`config.mk`:
```
export PLATFORM = sky130hd
export DESIGN_NAME = seg_time_reader_flat
export DESIGN_NICKNAME = d
export VERILOG_FILES = /design/src/rtl/seg_pkg.sv /design/src/rtl/seg_time_reader_if.sv /design/src/rtl/seg_time_reader_seg7_dec.sv /design/src/rtl/seg_time_reader.sv /design/src/flat_wrapper.sv
export SDC_FILE = /design/constraint.sdc
export NUM_CORES = 1
export LEC_CHECK = 0
export ABC_AREA = 1
export CELL_PAD_IN_SITES_DETAIL_PLACEMENT = 1
export CELL_PAD_IN_SITES_GLOBAL_PLACEMENT = 1
export CORE_MARGIN = 2
export CORE_UTILIZATION = 46
export CTS_BUF_LIST = sky130_fd_sc_hd__clkbuf_4 sky130_fd_sc_hd__clkbuf_8
export DETAILED_ROUTE_END_ITERATION = 6
export PLACE_DENSITY = 0.85
export SLEW_MARGIN = 20
export SYNTH_ARGS = -nofsm -noshare
export SYNTH_HDL_FRONTEND = slang
export SYNTH_HIERARCHICAL = 1
export SYNTH_SLANG_ARGS = --single-unit
```
`constraint.sdc`:
```
create_clock -name CLK -period 3.3 [get_ports CLK]
set_clock_uncertainty 0.1 [all_clocks]
set_input_delay 0.33 -clock CLK [delete_from_list [all_inputs] [get_ports CLK]]
set_output_delay 0.33 -clock CLK [all_outputs]
set_load 0.005 [all_outputs]
```
`src/rtl/seg_pkg.sv`:
```
// Shared constants for the seven-segment time reader: glyph codes (active-low, g..a),
// field widths and the reader FSM state encoding.
package seg_pkg;

    localparam int GLYPH_W = 7;
    localparam int NUM_DIG = 6;
    localparam int DIG_W   = 4;
    localparam int SEC_W   = 6;
    localparam int MIN_W   = 6;
    localparam int HOU_W   = 5;

    localparam logic [GLYPH_W-1:0] GLYPH_0     = 7'h40;
    localparam logic [GLYPH_W-1:0] GLYPH_1     = 7'h79;
    localparam logic [GLYPH_W-1:0] GLYPH_2     = 7'h24;
    localparam logic [GLYPH_W-1:0] GLYPH_3     = 7'h30;
    localparam logic [GLYPH_W-1:0] GLYPH_4     = 7'h19;
    localparam logic [GLYPH_W-1:0] GLYPH_5     = 7'h12;
    localparam logic [GLYPH_W-1:0] GLYPH_6     = 7'h02;
    localparam logic [GLYPH_W-1:0] GLYPH_7     = 7'h78;
    localparam logic [GLYPH_W-1:0] GLYPH_8     = 7'h00;
    localparam logic [GLYPH_W-1:0] GLYPH_9     = 7'h10;
    localparam logic [GLYPH_W-1:0] GLYPH_BLANK = 7'h7F;

    typedef logic [1:0] state_t;
    localparam state_t ST_IDLE  = 2'd0;
    localparam state_t ST_SCAN  = 2'd1;
    localparam state_t ST_CHECK = 2'd2;
    localparam state_t ST_HOLD  = 2'd3;

    // Kept at 7 bits so that range checks see the full two-digit value (up to 99).
    function automatic logic [6:0] tens_units(input logic [DIG_W-1:0] tens,
                                              input logic [DIG_W-1:0] units);
        return 7'(tens) * 7'd10 + 7'(units);
    endfunction

endpackage

```
`src/rtl/seg_time_reader_if.sv`:
```
// Time-word handshake between the segment reader and its consumer.
interface seg_time_reader_if;
    import seg_pkg::*;

    logic             ready;
    logic             valid;
    logic [SEC_W-1:0] sec;
    logic [MIN_W-1:0] min;
    logic [HOU_W-1:0] hou;
    logic             err;

    modport master (input  ready, output valid, sec, min, hou, err);
    modport slave  (output ready, input  valid, sec, min, hou, err);

endinterface

```
`src/rtl/seg_time_reader_seg7_dec.sv`:
```
// Combinational seven-segment glyph decoder; blank is accepted only when blank_ok is set.
module seg7_dec
    import seg_pkg::*;
(
    input  logic [GLYPH_W-1:0] glyph,
    input  logic               blank_ok,
    output logic [DIG_W-1:0]   digit,
    output logic               legal
);

    always_comb begin
        digit = '0;
        legal = 1'b1;
        case (glyph)
            GLYPH_0:     digit = 4'd0;
            GLYPH_1:     digit = 4'd1;
            GLYPH_2:     digit = 4'd2;
            GLYPH_3:     digit = 4'd3;
            GLYPH_4:     digit = 4'd4;
            GLYPH_5:     digit = 4'd5;
            GLYPH_6:     digit = 4'd6;
            GLYPH_7:     digit = 4'd7;
            GLYPH_8:     digit = 4'd8;
            GLYPH_9:     digit = 4'd9;
            GLYPH_BLANK: legal = blank_ok;
            default:     legal = 1'b0;
        endcase
    end

endmodule

```
`src/rtl/seg_time_reader.sv`:
```
// Reads a six-digit seven-segment clock display, waits for it to settle, and emits
// hh:mm:ss as binary fields over a valid/ready handshake.
//
// state    | meaning
// ---------+----------------------------------------------------------
// IDLE     | waiting for STABLE_CYC identical samples, then snapshot
// SCAN     | decoding one snapshot digit per cycle, HEX0 first
// CHECK    | form fields, range-check, decide whether the word is new
// HOLD     | word presented; frozen until valid&ready
module seg_time_reader
    import seg_pkg::*;
#(
    parameter int unsigned STABLE_CYC = 4
) (
    input  logic               CLK,
    input  logic               clr_n,
    input  logic [GLYPH_W-1:0] HEX0,
    input  logic [GLYPH_W-1:0] HEX1,
    input  logic [GLYPH_W-1:0] HEX2,
    input  logic [GLYPH_W-1:0] HEX3,
    input  logic [GLYPH_W-1:0] HEX4,
    input  logic [GLYPH_W-1:0] HEX5,
    seg_time_reader_if.master  tw
);

    localparam logic [7:0] STABLE_TC = 8'(STABLE_CYC);

    logic [NUM_DIG*GLYPH_W-1:0] live;
    logic [NUM_DIG*GLYPH_W-1:0] smp;
    logic [NUM_DIG*GLYPH_W-1:0] snap;
    logic [7:0]                 stab_cnt;

    state_t                     state;
    logic [2:0]                 idx;
    logic [DIG_W-1:0]           dig [NUM_DIG];
    logic                       bad;
    logic                       emitted;

    logic [GLYPH_W-1:0]         cur_glyph;
    logic [DIG_W-1:0]           cur_digit;
    logic                       cur_legal;

    logic [6:0]                 sec_full;
    logic [6:0]                 min_full;
    logic [6:0]                 hou_full;
    logic                       err_c;
    logic [SEC_W-1:0]           sec_c;
    logic [MIN_W-1:0]           min_c;
    logic [HOU_W-1:0]           hou_c;
    logic                       new_result;

    logic                       valid_q;
    logic [SEC_W-1:0]           sec_q;
    logic [MIN_W-1:0]           min_q;
    logic [HOU_W-1:0]           hou_q;
    logic                       err_q;

    assign live = {HEX5, HEX4, HEX3, HEX2, HEX1, HEX0};

    // Stability tracking runs in every state so a settled display is ready on return to IDLE.
    always_ff @(posedge CLK or negedge clr_n) begin
        if (!clr_n) begin
            smp      <= {NUM_DIG{GLYPH_BLANK}};
            stab_cnt <= '0;
        end else begin
            smp <= live;
            if (live != smp)
                stab_cnt <= '0;
            else if (stab_cnt != STABLE_TC)
                stab_cnt <= stab_cnt + 8'd1;
        end
    end

    always_comb begin
        case (idx)
            3'd0:    cur_glyph = snap[0*GLYPH_W +: GLYPH_W];
            3'd1:    cur_glyph = snap[1*GLYPH_W +: GLYPH_W];
            3'd2:    cur_glyph = snap[2*GLYPH_W +: GLYPH_W];
            3'd3:    cur_glyph = snap[3*GLYPH_W +: GLYPH_W];
            3'd4:    cur_glyph = snap[4*GLYPH_W +: GLYPH_W];
            default: cur_glyph = snap[5*GLYPH_W +: GLYPH_W];
        endcase
    end

    seg7_dec u_dec (
        .glyph    (cur_glyph),
        .blank_ok (idx == 3'd5),
        .digit    (cur_digit),
        .legal    (cur_legal)
    );

    assign sec_full = tens_units(dig[1], dig[0]);
    assign min_full = tens_units(dig[3], dig[2]);
    assign hou_full = tens_units(dig[5], dig[4]);
    assign err_c    = bad || (sec_full > 7'd59) || (min_full > 7'd59) || (hou_full > 7'd23);
    assign sec_c    = sec_full[SEC_W-1:0];
    assign min_c    = min_full[MIN_W-1:0];
    assign hou_c    = hou_full[HOU_W-1:0];

    // The output registers double as the record of the last emitted word.
    assign new_result = !emitted || ({sec_c, min_c, hou_c, err_c} != {sec_q, min_q, hou_q, err_q});

    always_ff @(posedge CLK or negedge clr_n) begin
        if (!clr_n) begin
            state   <= ST_IDLE;
            snap    <= {NUM_DIG{GLYPH_BLANK}};
            idx     <= '0;
            bad     <= 1'b0;
            emitted <= 1'b0;
            valid_q <= 1'b0;
            sec_q   <= '0;
            min_q   <= '0;
            hou_q   <= '0;
            err_q   <= 1'b0;
            for (int i = 0; i < NUM_DIG; i++)
                dig[i] <= '0;
        end else begin
            case (state)
                ST_IDLE: begin
                    if (stab_cnt == STABLE_TC) begin
                        snap  <= smp;
                        idx   <= '0;
                        bad   <= 1'b0;
                        state <= ST_SCAN;
                    end
                end
                ST_SCAN: begin
                    dig[idx] <= cur_legal ? cur_digit : '0;
                    bad      <= bad | ~cur_legal;
                    if (idx == 3'd5)
                        state <= ST_CHECK;
                    else
                        idx <= idx + 3'd1;
                end
                ST_CHECK: begin
                    if (new_result) begin
                        sec_q   <= sec_c;
                        min_q   <= min_c;
                        hou_q   <= hou_c;
                        err_q   <= err_c;
                        valid_q <= 1'b1;
                        emitted <= 1'b1;
                        state   <= ST_HOLD;
                    end else begin
                        state <= ST_IDLE;
                    end
                end
                ST_HOLD: begin
                    if (tw.ready) begin
                        valid_q <= 1'b0;
                        state   <= ST_IDLE;
                    end
                end
                default: state <= ST_IDLE;
            endcase
        end
    end

    assign tw.valid = valid_q;
    assign tw.sec   = sec_q;
    assign tw.min   = min_q;
    assign tw.hou   = hou_q;
    assign tw.err   = err_q;

endmodule

```
`src/flat_wrapper.sv`:
```
// flat-port wrapper written by rule: the top's interface ports become plain ports
module seg_time_reader_flat import seg_pkg::*;
#(
    parameter int unsigned STABLE_CYC = 4
)
  (CLK, clr_n, HEX0, HEX1, HEX2, HEX3, HEX4, HEX5, tw_ready, tw_valid, tw_sec, tw_min, tw_hou, tw_err);
  seg_time_reader_if tw_i ();
  input  logic CLK;
  input  logic clr_n;
  input  logic [GLYPH_W-1:0] HEX0;
  input  logic [GLYPH_W-1:0] HEX1;
  input  logic [GLYPH_W-1:0] HEX2;
  input  logic [GLYPH_W-1:0] HEX3;
  input  logic [GLYPH_W-1:0] HEX4;
  input  logic [GLYPH_W-1:0] HEX5;
  input wire logic [$bits(tw_i.ready)-1:0] tw_ready;
  output wire logic [$bits(tw_i.valid)-1:0] tw_valid;
  output wire logic [$bits(tw_i.sec)-1:0] tw_sec;
  output wire logic [$bits(tw_i.min)-1:0] tw_min;
  output wire logic [$bits(tw_i.hou)-1:0] tw_hou;
  output wire logic [$bits(tw_i.err)-1:0] tw_err;
  assign tw_i.ready = tw_ready;
  assign tw_valid = tw_i.valid;
  assign tw_sec = tw_i.sec;
  assign tw_min = tw_i.min;
  assign tw_hou = tw_i.hou;
  assign tw_err = tw_i.err;
  seg_time_reader #(.STABLE_CYC(STABLE_CYC)) u_core (.CLK(CLK), .clr_n(clr_n), .HEX0(HEX0), .HEX1(HEX1), .HEX2(HEX2), .HEX3(HEX3), .HEX4(HEX4), .HEX5(HEX5), .tw(tw_i));
endmodule
```
# ---- Word-level counts from Yosys, hierarchy flattened
# Cells that the tools add are included.
dict set report word_totals {
  wordCells 102
  regBits 142
  inputBits 45
}
dict set report classes {
  bitwise_logic 3
  n_reduce_logical 19
  mux 22
  mul 3
  n_eq_ne 27
  n_lt_le_gt_ge 5
  add_sub_neg 5
}
# cell n
set ops {}
lappend ops {{42-bit inequality test} 1}
lappend ops {{4-bit one-hot mux with 9 select lines} 1}
lappend ops {{7-bit one-hot mux with 5 select lines} 1}
lappend ops {{7-bit == test, second input constant} 4}
lappend ops {{24-bit bitwise mux} 1}
lappend ops {{7-bit by 4-bit adder with 7-bit output} 3}
lappend ops {{7-bit by 5-bit == test with 1-bit output, second input constant} 3}
lappend ops {{4-bit by 3-bit multiplier with 6-bit output, second input constant} 3}
lappend ops {{18-bit inequality test} 1}
lappend ops {{8-bit two-way mux} 2}
lappend ops {{7-bit by 6-bit == test with 1-bit output, second input constant} 2}
lappend ops {{7-bit by 6-bit greater-than comparator with 1-bit output, second input constant} 2}
lappend ops {{4-bit demux with 3-bit select} 1}
lappend ops {{10-bit OR reduction} 1}
lappend ops {{3-bit AND reduction} 3}
lappend ops {{8-bit by 1-bit adder with 8-bit output, second input constant} 1}
lappend ops {{8-bit by 3-bit == test with 1-bit output, second input constant} 1}
lappend ops {{2-bit two-way mux} 4}
lappend ops {{4-bit two-way mux} 2}
lappend ops {{8-bit by 3-bit inequality test with 1-bit output, second input constant} 1}
lappend ops {{2-bit one-hot mux with 4 select lines} 1}
lappend ops {{7-bit by 2-bit == test with 1-bit output, second input constant} 1}
lappend ops {{7-bit by 5-bit greater-than comparator with 1-bit output, second input constant} 1}
lappend ops {{7-bit zero test} 1}
lappend ops {{other kinds (24)} 42}

# ---- Longest topological paths before layout
# Gate-level depths: netlist of the first run.
dict set report logic_depth {
  word_depth 10
  mapped_depth 18
  depth_no_buf 17
}

# ---- Hierarchy
# The synthesis of the first run kept the hierarchy.
# module n_inst cells_each area_per_inst_um2 seq_area_each_um2
set modules_own_cells {}
lappend modules_own_cells {seg_time_reader 1 833 7265.7 3658.5}
lappend modules_own_cells {seg7_dec 1 55 250.2 0.0}

# ---- Least setup slack after synthesis of the first run
# OpenSTA, ideal clock, no wires.
dict set report synth_timing {
  kind {reg-to-reg}
  start {register u_core.idx[1]}
  end {register u_core.bad}
  t_required_ps 3122
  arrival_time_ps 2529
  path_stages_with_launch 16
  n_path_buf 1
  setup_ps 78
  slack_ps 593
  cell_sequence {dfrtp_1 inv_1 ha_1 nand2_1 buf_1 o22ai_1 a221oi_1 nand3_1 inv_2 nor2_4 nand3_1 nand2_1 nor2_1 nand3_2 or2_2 a21oi_1}
}
dict set report synth_between {
  elab_chain_cells 8
}
# element line_no
set synth_rtl {}
lappend synth_rtl {{start, declared} seg_time_reader.sv:34} ;# logic [2:0] idx;
lappend synth_rtl {{start signal, assigned} seg_time_reader.sv:133} ;# idx <= idx + 3'd1;
lappend synth_rtl {{3-bit == test, or another cell as far along} seg_time_reader.sv:75} ;# case (idx)
lappend synth_rtl {{7-bit one-hot mux with 5 select lines (*)} seg_time_reader.sv:75}
lappend synth_rtl {{named net u_core.cur_glyph[6]} seg_time_reader.sv:39} ;# logic [GLYPH_W-1:0] cur_glyph;
lappend synth_rtl {{7-bit by 5-bit == test with 1-bit output, or another cell as far along} seg_time_reader_seg7_dec.sv:14} ;# case (glyph)
lappend synth_rtl {{10-bit OR reduction (no line)} --}
lappend synth_rtl {{1-bit one-hot mux with 2 select lines (*)} seg_time_reader_seg7_dec.sv:14}
lappend synth_rtl {{named net u_core.cur_legal} seg_time_reader.sv:41} ;# logic cur_legal;
lappend synth_rtl {{1-bit NOT (*)} seg_time_reader.sv:129} ;# bad <= bad | ~cur_legal;
lappend synth_rtl {{1-bit bitwise OR (*)} seg_time_reader.sv:129}
lappend synth_rtl {{1-bit one-hot mux with 2 select lines (*)} seg_time_reader.sv:118} ;# case (state)
lappend synth_rtl {{end signal, assigned} seg_time_reader.sv:129}
lappend synth_rtl {{end, declared} seg_time_reader.sv:36} ;# logic bad;
# The timed path passes the listed nets; every way through them passes the cells marked *.
# A chain may end at the register's enable or synchronous reset.

# ---- Final worst setup path of the first run
dict set report layout_timing {
  start {register u_core.idx[1]}
  end {register u_core/dig[17] in the netlist's numbering}
}
dict set report layout_between {
  elab_chain_cells 7
}
# element line_no
set layout_rtl {}
lappend layout_rtl {{3-bit == test, or another cell as far along} seg_time_reader.sv:75}
lappend layout_rtl {{7-bit one-hot mux with 5 select lines (*)} seg_time_reader.sv:75}
lappend layout_rtl {{named net u_core.cur_glyph[3]} seg_time_reader.sv:39}
lappend layout_rtl {{7-bit by 5-bit == test with 1-bit output, or another cell as far along} seg_time_reader_seg7_dec.sv:14}
lappend layout_rtl {{10-bit OR reduction (no line)} --}
lappend layout_rtl {{1-bit one-hot mux with 2 select lines (*)} seg_time_reader_seg7_dec.sv:14}
lappend layout_rtl {{named net u_core.cur_legal} seg_time_reader.sv:41}
lappend layout_rtl {{4-bit two-way mux (*)} seg_time_reader.sv:128} ;# dig[idx] <= cur_legal ? cur_digit : '0;
lappend layout_rtl {{24-bit bitwise mux (*)} seg_time_reader.sv:128}
lappend layout_rtl {{end signal, assigned by index} seg_time_reader.sv:128}
lappend layout_rtl {{end, declared} seg_time_reader.sv:35} ;# logic [DIG_W-1:0] dig [NUM_DIG];
# Marked as above.

==> results of run 1 <==
-- layout by cell type (no fill, tap or decap), types with 2 or more instances in the layout --
cell	instances
a21oi_1	8
nor2_2	7
nor2_4	3
inv_1	103
clkinv_4	2
nand3_1	54
a221oi_2	2
clkdlybuf4s50_1	62
or2_2	18
buf_4	6
o21ai_1	5
clkinv_2	2
xnor2_1	19
nand2_4	2
o211ai_1	3
inv_4	4
nand2_2	14
a21oi_2	2
dfstp_2	84
ha_1	26
nor2_1	63
nand4_1	22
a221oi_1	5
clkbuf_8	17
o21ai_0	45
inv_2	6
fa_1	6
o22ai_1	7
nand3_2	8
dfrtp_1	58
xor2_1	20
bufinv_16	5
nand3b_1	13
nor3_1	11
nand2_1	254
-- routing by layer --
metal  vias up  track usage (%)  wire, um
met5         -                0         0
met4         0            7.488       365
met3        28            4.306       586
met2        98            42.82     10010
met1      3087            28.65      8234
li1       2979                -         -
-- per-stage QoR --
step           hold slack (ns)  instances  setup TNS (ns)  setup WS, ns
2_1_floorplan         -0.06559        888               0        0.5930
3_3_place_gp            0.3525       1157               0        0.3518
3_5_place_dp            0.3605       1157               0        0.1900
4_1_cts                 0.1858       1189               0        0.1626
5_1_grt                 0.1955       1189      -0.0006868    -0.0006868
6_report                0.2207       1189               0        0.2743
-- sequential cells by signal, summed over array words and instances (netlist names) --
name / count
u_core/smp: 42
u_core/snap: 42
u_core/dig: 24
u_core/stab_cnt: 8
u_core/tw.min: 6
u_core/tw.sec: 6
u_core/tw.hou: 5
u_core/idx: 3
u_core/state: 2
u_core/bad: 1
u_core/emitted: 1
u_core/tw.err: 1
u_core/tw.valid: 1
-- layout make-up --
| type | instances | area [um2] |
|---|---|---|
| Timing Repair Buffer | 70 | 686.9 |
| Fill cell | 1940 | 7067 |
| Inverter | 109 | 409.1 |
| Tap cell | 216 | 270.3 |
| Sequential cell | 142 | 3659 |
| Multi-Input combinational cell | 621 | 3406 |
| Clock inverter | 14 | 211.5 |
| Clock buffer | 17 | 234.0 |
-- worst max-delay path: stages (launching register included) --
cell and delay, ns:
dfrtp_1 0.46, inv_1 0.16, ha_1 0.27, nand2_1 0.10, inv_1 0.13, a221oi_1 0.36
nand3_1 0.21, inv_1 0.14, nor2_1 0.08, nand3_1 0.11, nand2_1 0.06, nor2_1 0.13
nand3_2 0.13, nand2_1 0.15, inv_1 0.10, nand2_1 0.09, o21ai_0 0.09
-- what timing repair did --
action                                 CTS  global route
hold buffers                             1             0
setup endpoints to repair                0            25
gates resized for setup                  0            10
endpoints found under the hold margin   41             0
-- cells by family (layout without fill, tap and decap cells) --
group                      after synthesis  count (layout)  share of synthesized area, %
buffers and inverters                  125             210                         6.542
and+or+nand+nor                        473             473                         28.52
AOI/OAI and AO/OA                       77              77                         5.793
DFF                                    142             142                         48.68
adders and majority gates               32              32                         5.926
xor gates and xnor gates                39              39                         4.545
-- how the worst max path moves through the flow --
stage	end	slack, ns	cells after the start
floorplan	u_core/bad	0.59	15
global placement	u_core/dig[18]	0.35	16
detailed placement	u_core/dig[17]	0.19	15
CTS	u_core/dig[17]	0.16	15
global route	u_core/dig[1]	-0.0007	16
finish	u_core/dig[17]	0.27	16
-- power groups by stage --
| stage | combinational, W | sequential [W] | clock (W) |
|---|---|---|---|
| after floorplan | 0.00116 | 0.00209 | 0 |
| after global placement | 0.00166 | 0.00214 | 0 |
| after detailed placement | 0.00173 | 0.00216 | 0 |
| after CTS | 0.00175 | 0.00213 | 0.00163 |
| after global routing | 0.00199 | 0.00216 | 0.00171 |
| final | 0.00177 | 0.00213 | 0.00158 |
==> flow_summary.yaml, run 1 <==
cells_and_area:
  stdcell_area_mm2: 0.008876
  area_growth_syn_to_layout_pct: 18.10
  final_util_pct: 55.67
  diodes: 0
  layout.nets: 1038
  drive_gt1_share_pct: 19.01
power_and_ir_drop:
  leakage_nw: 4.022
  p_int_w: 0.003515
  clkPwrFrac_pct: 28.9
  sw_frac_of_total_pct: 35.81
  seq_power_share_pct: 38.9
  total_power_w: 0.005477
  switching_power_w: 0.001961
  pwr-share-comb_pct: 32.3
  p_per_area_mw_per_mm2: 617.0
  peakVddDrop_mv: 0.2891
cts:
  cts_root_buffer: "clkbuf_8"
  post_cts_buffers: 0
  clock_latency_ns: 0.45
  h-tree-depth: 4
  numCtsBuffers: 17
  cts_tree: "built"
  cts_buffer_depth: 2
  cts.clk_slew.worst_paths_ns: 0.09
  cts_sinks: 142
logic_synthesis:
  yosysSeqAreaShare_pct: 48.68
  yosys-top-cells-area: "dfstp_2 (29%), dfrtp_1 (19%), nand2_1 (13%)"
  syn-num-nets: 965
  synth_cells: 888
  synthArstFlopShare_pct: 100.0
  syn_avg_cell_area_um2: 8.464
  synth_top_area_share_pct: 29.37
  synth-edff-count: 0
  synth-main-ff-cell: "dfstp_2"
  ys_types: 36
  synth.most_common_cell: "nand2_1"
  yosysTopAreaCell: "dfstp_2"
  synth.ff_latch_count: 142
  syn-cell-area_mm2: 0.007516
  yosys_warnings: 6
  ys_top_cells_by_count: "nand2_1 (256), inv_1 (103), dfstp_2 (84)"
placed_design:
  gp_congestion: 0.8259
  dpl.hpwl_um: 14110
  placed_area_mm2: 0.008381
  port_buffers: 63
drt:
  wirelength_um: 19200
  ant_nets: 0
  vias: 6192
  drc: 0
  via_per_inst: 5.208
  dr.pass1.iters: 4
  avgRoutedWirePerCell_um: 16.14
  drt_iter0_drc: 274
critical_path:
  cp.arrival_ns: 3.22
  crit_required_ns: 3.49
  end_kind: "flop"
  cp_max_fo: 7
  cp-startpoint: "u_core/idx[1]"
  worstSetupPathType: "flop to flop"
  reg2reg_from: "u_core/idx[1]"
  r2r_end: "u_core/dig[17]"
  start_kind: "flop"
  reg2reg_depth: 16
  r2r_slack_ns: 0.27
global_routing:
  grt_overflow_total: 0
  grt_max_degree: 87
  track_usage_pct: 23.68
  antenna_found_initial: 0
  first_global_vias: 6726
  grt_first_pass_wirelength_um: 33050
floorplan:
  die-area_mm2: 0.01738
  start_util_pct: 47.14
  die_w_um: 131.8
  core-area_mm2: 0.01594
  row_count: 46
  ioPinCount: 64
  die_h_um: 131.8
timing:
  slew_violations: 0
  setup_viol: 0
  relSlewSlack_pct: 27.71
  max_freq_mhz: 330.5
  min_period_ns: 3.026
  period_share_pct: 91.69
  finalHoldViolCount: 0
  tightest_slew_ns: 1.076
flow_run:
  maxCapViolCount: 0
hold_path:
  hp-start: "HEX4[3]"
  hp-class: "input pin to flop"
  whs_path_depth: 1
  min_to: "u_core/smp[31]"
status:
  status: "finished, final reports clean"
(Power assumes the default switching activity.)
==> run 2, diff against run 1 <==
--- a/config.mk
+++ b/config.mk
@@ -9,10 +9,10 @@
 export CELL_PAD_IN_SITES_DETAIL_PLACEMENT = 1
 export CELL_PAD_IN_SITES_GLOBAL_PLACEMENT = 1
 export CORE_MARGIN = 2
-export CORE_UTILIZATION = 46
+export CORE_UTILIZATION = 25
 export CTS_BUF_LIST = sky130_fd_sc_hd__clkbuf_4 sky130_fd_sc_hd__clkbuf_8
 export DETAILED_ROUTE_END_ITERATION = 6
-export PLACE_DENSITY = 0.85
+export PLACE_DENSITY = 0.52
 export SLEW_MARGIN = 20
 export SYNTH_ARGS = -nofsm -noshare
 export SYNTH_HDL_FRONTEND = slang
==> run 2 against run 1 <==
- via count is 5.4% lower
- utilization down 25 points
- combinational power about the same
- clock-buffer cell count rose by 1
- die area up 81%
- design area rose by 1.8%
- wire length increased by 3.4%
- largest cell class unchanged
- highest routed layer unchanged
==> flow_summary.yaml, run 2 (same netlist as run 1, synthesis figures left out) <==
drt:
  ant_nets: 0
  vias: 5856
  wirelength_um: 19850
  dr.pass1.iters: 4
  drc: 0
  drt_iter0_drc: 214
  avgRoutedWirePerCell_um: 14.54
  via_per_inst: 4.290
cts:
  post_cts_buffers: 0
  cts_root_buffer: "clkbuf_8"
  cts_tree: "built"
  cts.clk_slew.worst_paths_ns: 0.09
  clock_latency_ns: 0.47
  cts_buffer_depth: 2
  cts_sinks: 142
  numCtsBuffers: 17
  h-tree-depth: 4
timing:
  setup_viol: 0
  min_period_ns: 2.945
  tightest_slew_ns: 0.9117
  relSlewSlack_pct: 38.75
  slew_violations: 0
  max_freq_mhz: 339.6
  period_share_pct: 89.23
  rsz0062_at_grt: "no"
  setup_tns_ns: 0
  finalHoldViolCount: 0
placed_design:
  port_buffers: 63
  dpl.hpwl_um: 14870
  placed_cells: 1332
  gp_congestion: 0.8051
cells_and_area:
  regArea_mm2: 0.003660
  layout.nets: 1039
  multi_input_area_mm2: 0.003383
  diodes: 0
  final_cell_mix: "nand2_1 (253), inv_1 (102), dfstp_2 (84)"
  finalNonFillerCells: 1365
  fill_cells: 3539
  area_growth_syn_to_layout_pct: 20.21
  top_regs: "u_core/smp (42), u_core/snap (42), u_core/dig (24)"
  drive_gt1_share_pct: 18.97
  mostFrequentLayoutCell: "nand2_1"
  final_util_pct: 30.48
critical_path:
  reg2reg_from: "u_core/dig[11]"
  cp_max_fo: 20
  cp-startpoint: "u_core/dig[11]"
  r2r_end: "u_core/tw.min[0]"
  worstSetupPathType: "flop to flop"
  start_kind: "flop"
  cp.arrival_ns: 3.20
  reg2reg_depth: 16
  end_kind: "flop"
  crit_required_ns: 3.56
  r2r_slack_ns: 0.36
  cp-endpoint: "u_core/tw.min[0]"
hold_path:
  hp-class: "input pin to flop"
floorplan:
  ioPinCount: 64
  die_w_um: 177.4
  die_h_um: 177.4
  start_util_pct: 25.36
  die-area_mm2: 0.03147
  row_count: 63
  core-area_mm2: 0.02964
power_and_ir_drop:
  p_per_area_mw_per_mm2: 587.1
  peakVddDrop_mv: 0.2513
  leakage_nw: 3.969
global_routing:
  antenna_found_initial: 0
  grt_overflow_total: 0
  first_global_vias: 6210
  track_usage_pct: 13.59
  grt_first_pass_wirelength_um: 33400
  grt_max_degree: 66
flow_run:
  maxCapViolCount: 0
status:
  status: "finished, final reports clean"
## run 2: per-stage QoR
step	hold slack, ns	setup slack, ns	total power, W	cell area [um2]
floorplan	-0.06559	0.5930	0.003255	7516
detailed placement	0.2838	0.1173	0.003937	8618
global route	0.1542	0.01623	0.005743	9035
CTS	0.1605	0.08077	0.005417	9016
finish	0.1927	0.3554	0.005304	9035
global placement	0.2818	0.2041	0.003920	8618
## run 2: worst max-delay path, cell delays in order, from the launching register on
cell	delay, ns
dfrtp_1	0.43
ha_1	0.29
ha_1	0.19
inv_1	0.06
fa_1	0.45
nor2_1	0.17
nand3_1	0.11
nand2_1	0.07
nand2_1	0.05
nand2_1	0.08
nand3_1	0.09
nor2_2	0.15
nand3_2	0.10
nand3_4	0.12
nand2_4	0.20
nand2_2	0.11
nand2_1	0.06
## run 2: what timing repair did
item / 4_1_cts / 5_1_grt
resized for setup: 0 / 8
hold buffers: 1 / 0
setup endpoints to repair: 0 / 25
endpoints found under the hold margin: 15 / 0
## run 2: cell type report
type	count	area share [%]
repair buffers	71	7.824
flip-flops and latches	142	40.51
inverters	109	4.528
clock buffers	18	2.742
well taps	390	5.401
clock inverters	14	1.551
multi-input cells	621	37.45
## run 2: power breakdown
group	internal, W	switching [W]
combinational	0.000694	0.00107
clock	0.000583	0.000831
sequential	0.00194	0.000192
total	0.00322	0.00209
## run 2: how the worst min path moves through the flow
| stage | startpoint | endpoint | slack [ns] | cells past startpoint |
|---|---|---|---|---|
| finish | HEX2[4] | u_core/smp[18] | 0.19 | 1 |
| global route | HEX2[4] | u_core/smp[18] | 0.15 | 1 |
| CTS | HEX2[4] | u_core/smp[18] | 0.16 | 1 |
| detailed placement | clr_n | u_core/stab_cnt[7] | 0.28 | 1 |
| global placement | clr_n | u_core/stab_cnt[7] | 0.28 | 1 |
| floorplan | clr_n | u_core/bad | -0.07 | 0 |
## run 2: metal layers
metal	global-route usage, %	share of wire [%]	up-vias	routed length (um)
met5	0	0	-	0
met4	4.030	1.3	0	250
met3	2.635	2.2	12	442
met2	22.65	48	57	9595
met1	17.84	48	2803	9558
li1	-	-	2984	-
==> run 3, diff against run 2 <==
--- a/config.mk
+++ b/config.mk
@@ -12,7 +12,8 @@
 export CORE_UTILIZATION = 25
 export CTS_BUF_LIST = sky130_fd_sc_hd__clkbuf_4 sky130_fd_sc_hd__clkbuf_8
 export DETAILED_ROUTE_END_ITERATION = 6
-export PLACE_DENSITY = 0.52
+export PLACE_DENSITY = 0.63
+export RECOVER_POWER = 100
 export SLEW_MARGIN = 20
 export SYNTH_ARGS = -nofsm -noshare
 export SYNTH_HDL_FRONTEND = slang
==> constraint.sdc (replaced) <==
create_clock -name CLK -period 2.4 [get_ports CLK]
set_clock_uncertainty 0.1 [all_clocks]
set_input_delay 0.24 -clock CLK [delete_from_list [all_inputs] [get_ports CLK]]
set_output_delay 0.24 -clock CLK [all_outputs]
set_load 0.005 [all_outputs]
==> run 3 against run 2 <==
- the flow now finishes with violations (negative setup slack)
- wire length is 6.2% higher
- critical path depth shrank 2
- cell count grew 5.9%
- combinational power increased by 87%
- via count grew 8.6%
==> flow_summary.yaml, run 3 (same netlist as run 1, synthesis figures left out) <==
status:
  status: "complete, but fails checks"
  failed_checks: "negative setup slack"
timing:
  rsz0062_at_grt: "yes"
  slew_violations: 0
  period_share_pct: 117.0
  relSlewSlack_pct: 0.6759
  setup_viol: 46
  finalHoldViolCount: 0
  setup_slack_ns: -0.4087
  max_freq_mhz: 356.0
  min_period_ns: 2.809
  tightest_slew_ns: 1.490
floorplan:
  die_w_um: 177.4
  row_count: 63
  die-area_mm2: 0.03147
  start_util_pct: 25.36
  core-area_mm2: 0.02964
  die_h_um: 177.4
  ioPinCount: 64
drt:
  drc: 0
  avgRoutedWirePerCell_um: 14.58
  vias: 6358
  ant_nets: 0
  drt_iter0_drc: 237
  dr.pass1.iters: 5
  wirelength_um: 21080
  via_per_inst: 4.397
cells_and_area:
  diodes: 0
  final_cell_mix: "nand2_1 (218), inv_1 (90), dfstp_2 (84)"
  mostFrequentLayoutCell: "nand2_1"
  stdcell_area_mm2: 0.01054
  area_growth_syn_to_layout_pct: 40.29
  top_regs: "u_core/smp (42), u_core/snap (42), u_core/dig (24)"
  drive_gt1_share_pct: 36.84
  layout.nets: 1120
placed_design:
  dpl.hpwl_um: 14970
  port_buffers: 63
  dpl_worst_slack_ns: -0.5055
  gp_congestion: 0.7774
  placed_area_mm2: 0.009168
global_routing:
  grt_max_degree: 58
  antenna_found_initial: 0
  track_usage_pct: 13.77
  grt_first_pass_wirelength_um: 34360
  grt_overflow_total: 0
  first_global_vias: 6814
cts:
  numCtsBuffers: 17
  cts.clk_slew.worst_paths_ns: 0.11
  cts_sinks: 142
  cts_buffer_depth: 2
  h-tree-depth: 4
  cts_root_buffer: "clkbuf_8"
  clock_latency_ns: 0.48
  cts_tree: "built"
critical_path:
  cp.arrival_ns: 3.06
  worstSetupPathType: "flop to flop"
  cp_slowest_cell: "fa_2"
  start_kind: "flop"
  end_kind: "flop"
  r2r_slack_ns: -0.41
  crit_required_ns: 2.65
  crit_chain: "ha_4 -> ha_4 -> inv_2 -> fa_2 -> nand3_1 -> nand3_1 -> nor2_1 -> nor2_1 -> nand3_2 -> nand2_2 -> nand3_4 -> nand2_4 -> clkbuf_16 -> a21oi_2"
  crit_path_max_incr_delay_ns: 0.57
  cp_max_fo: 6
power_and_ir_drop:
  leakage_nw: 4.603
  p_per_area_mw_per_mm2: 778.6
  peakVddDrop_mv: 0.2968
  total_power_w: 0.008210
flow_run:
  maxCapViolCount: 0
hold_path:
  hp-class: "input pin to flop"
==> run 3: cell count changes in the layout (fill, tap and decap cells not counted), moves of 16 or more <==
cell / before / now
clkdlybuf4s50_1: 62 / 20
dlygate4sd3_1: 1 / 43
nand2_1: 253 / 218
nand2_2: 15 / 39
buf_6: 1 / 17
nand3_1: 56 / 39
buf_4: 6 / 61
o21ai_0: 45 / 28
==> run 3: power by group <==
group / switching [W] / internal (W) / leakage [nW] / total (W)
Combinational: 0.00181 / 0.00149 / 2.75 / 0.00329
Clock: 0.00122 / 0.000816 / 0.210 / 0.00204
Sequential: 0.000222 / 0.00266 / 1.64 / 0.00288
==> run 3: critical path: cells and delay by family (launching register included) <==
family	cells	cell delay, ns
AO/OA/AOI/OAI	1	0.05
AND/OR/NAND/NOR	8	0.93
buffers and inverters	2	0.20
flip-flops	1	0.43
adder cells (fa/ha/maj)	3	1.00
==> run 3: path summary, 6_finish.rpt <==
check | start | end | depth (start not counted)
setup / recovery | u_core/dig[11] | u_core/state[1] | 14
hold / removal | HEX2[5] | u_core/smp[19] | 1
setup reg to reg | u_core/dig[11] | u_core/state[1] | 14
hold reg to reg | u_core/snap[5] | u_core/snap[5] | 2
max in group asynchronous | clr_n | u_core/tw.sec[4] | 3
min in group asynchronous | clr_n | u_core/stab_cnt[5] | 2
==> run 3: area by class of cell <==
type | instances | area, um2
clock inverter | 15 | 178.9
sequential | 142 | 3660
multi-input combinational | 621 | 4101
tap | 390 | 488.0
fill | 3495 | 19090
timing repair buffer | 152 | 1453
inverter | 109 | 429.2
clock buffer | 17 | 234.0
==> run 3: through the flow <==
step,utilization [%],setup TNS (ns),std cells,hold WS (ns)
final,35.58,-15.32,1446,0.2295
after global placement,30.93,-16.88,1389,0.1454
after floorplan,-,-3.990,888,-0.1556
after CTS,33.68,-12.17,1430,0.05862
after global routing,35.58,-26.78,1446,0.1924
after detailed placement,30.93,-19.23,1389,0.1646
==> run 3: routing by layer <==
layer  part of all wire (%)  vias up  routed length (um)  GRT usage (%)
met5                      0        -                   0              0
met4                    1.5        0                 308          3.142
met3                    2.3       22                 477          2.464
met2                     51       84               10840          24.68
met1                     45     3101                9456          17.16
li1                       -     3151                   -              -
==> run 3: repair_timing <==
item	4_1_cts	5_1_grt
gates resized for setup	100	98
endpoints found under the setup margin	46	49
pin swaps	44	37
hold buffers	1	0
endpoints found under the hold margin	43	0
gates cloned	0	2
setup buffers	9	16
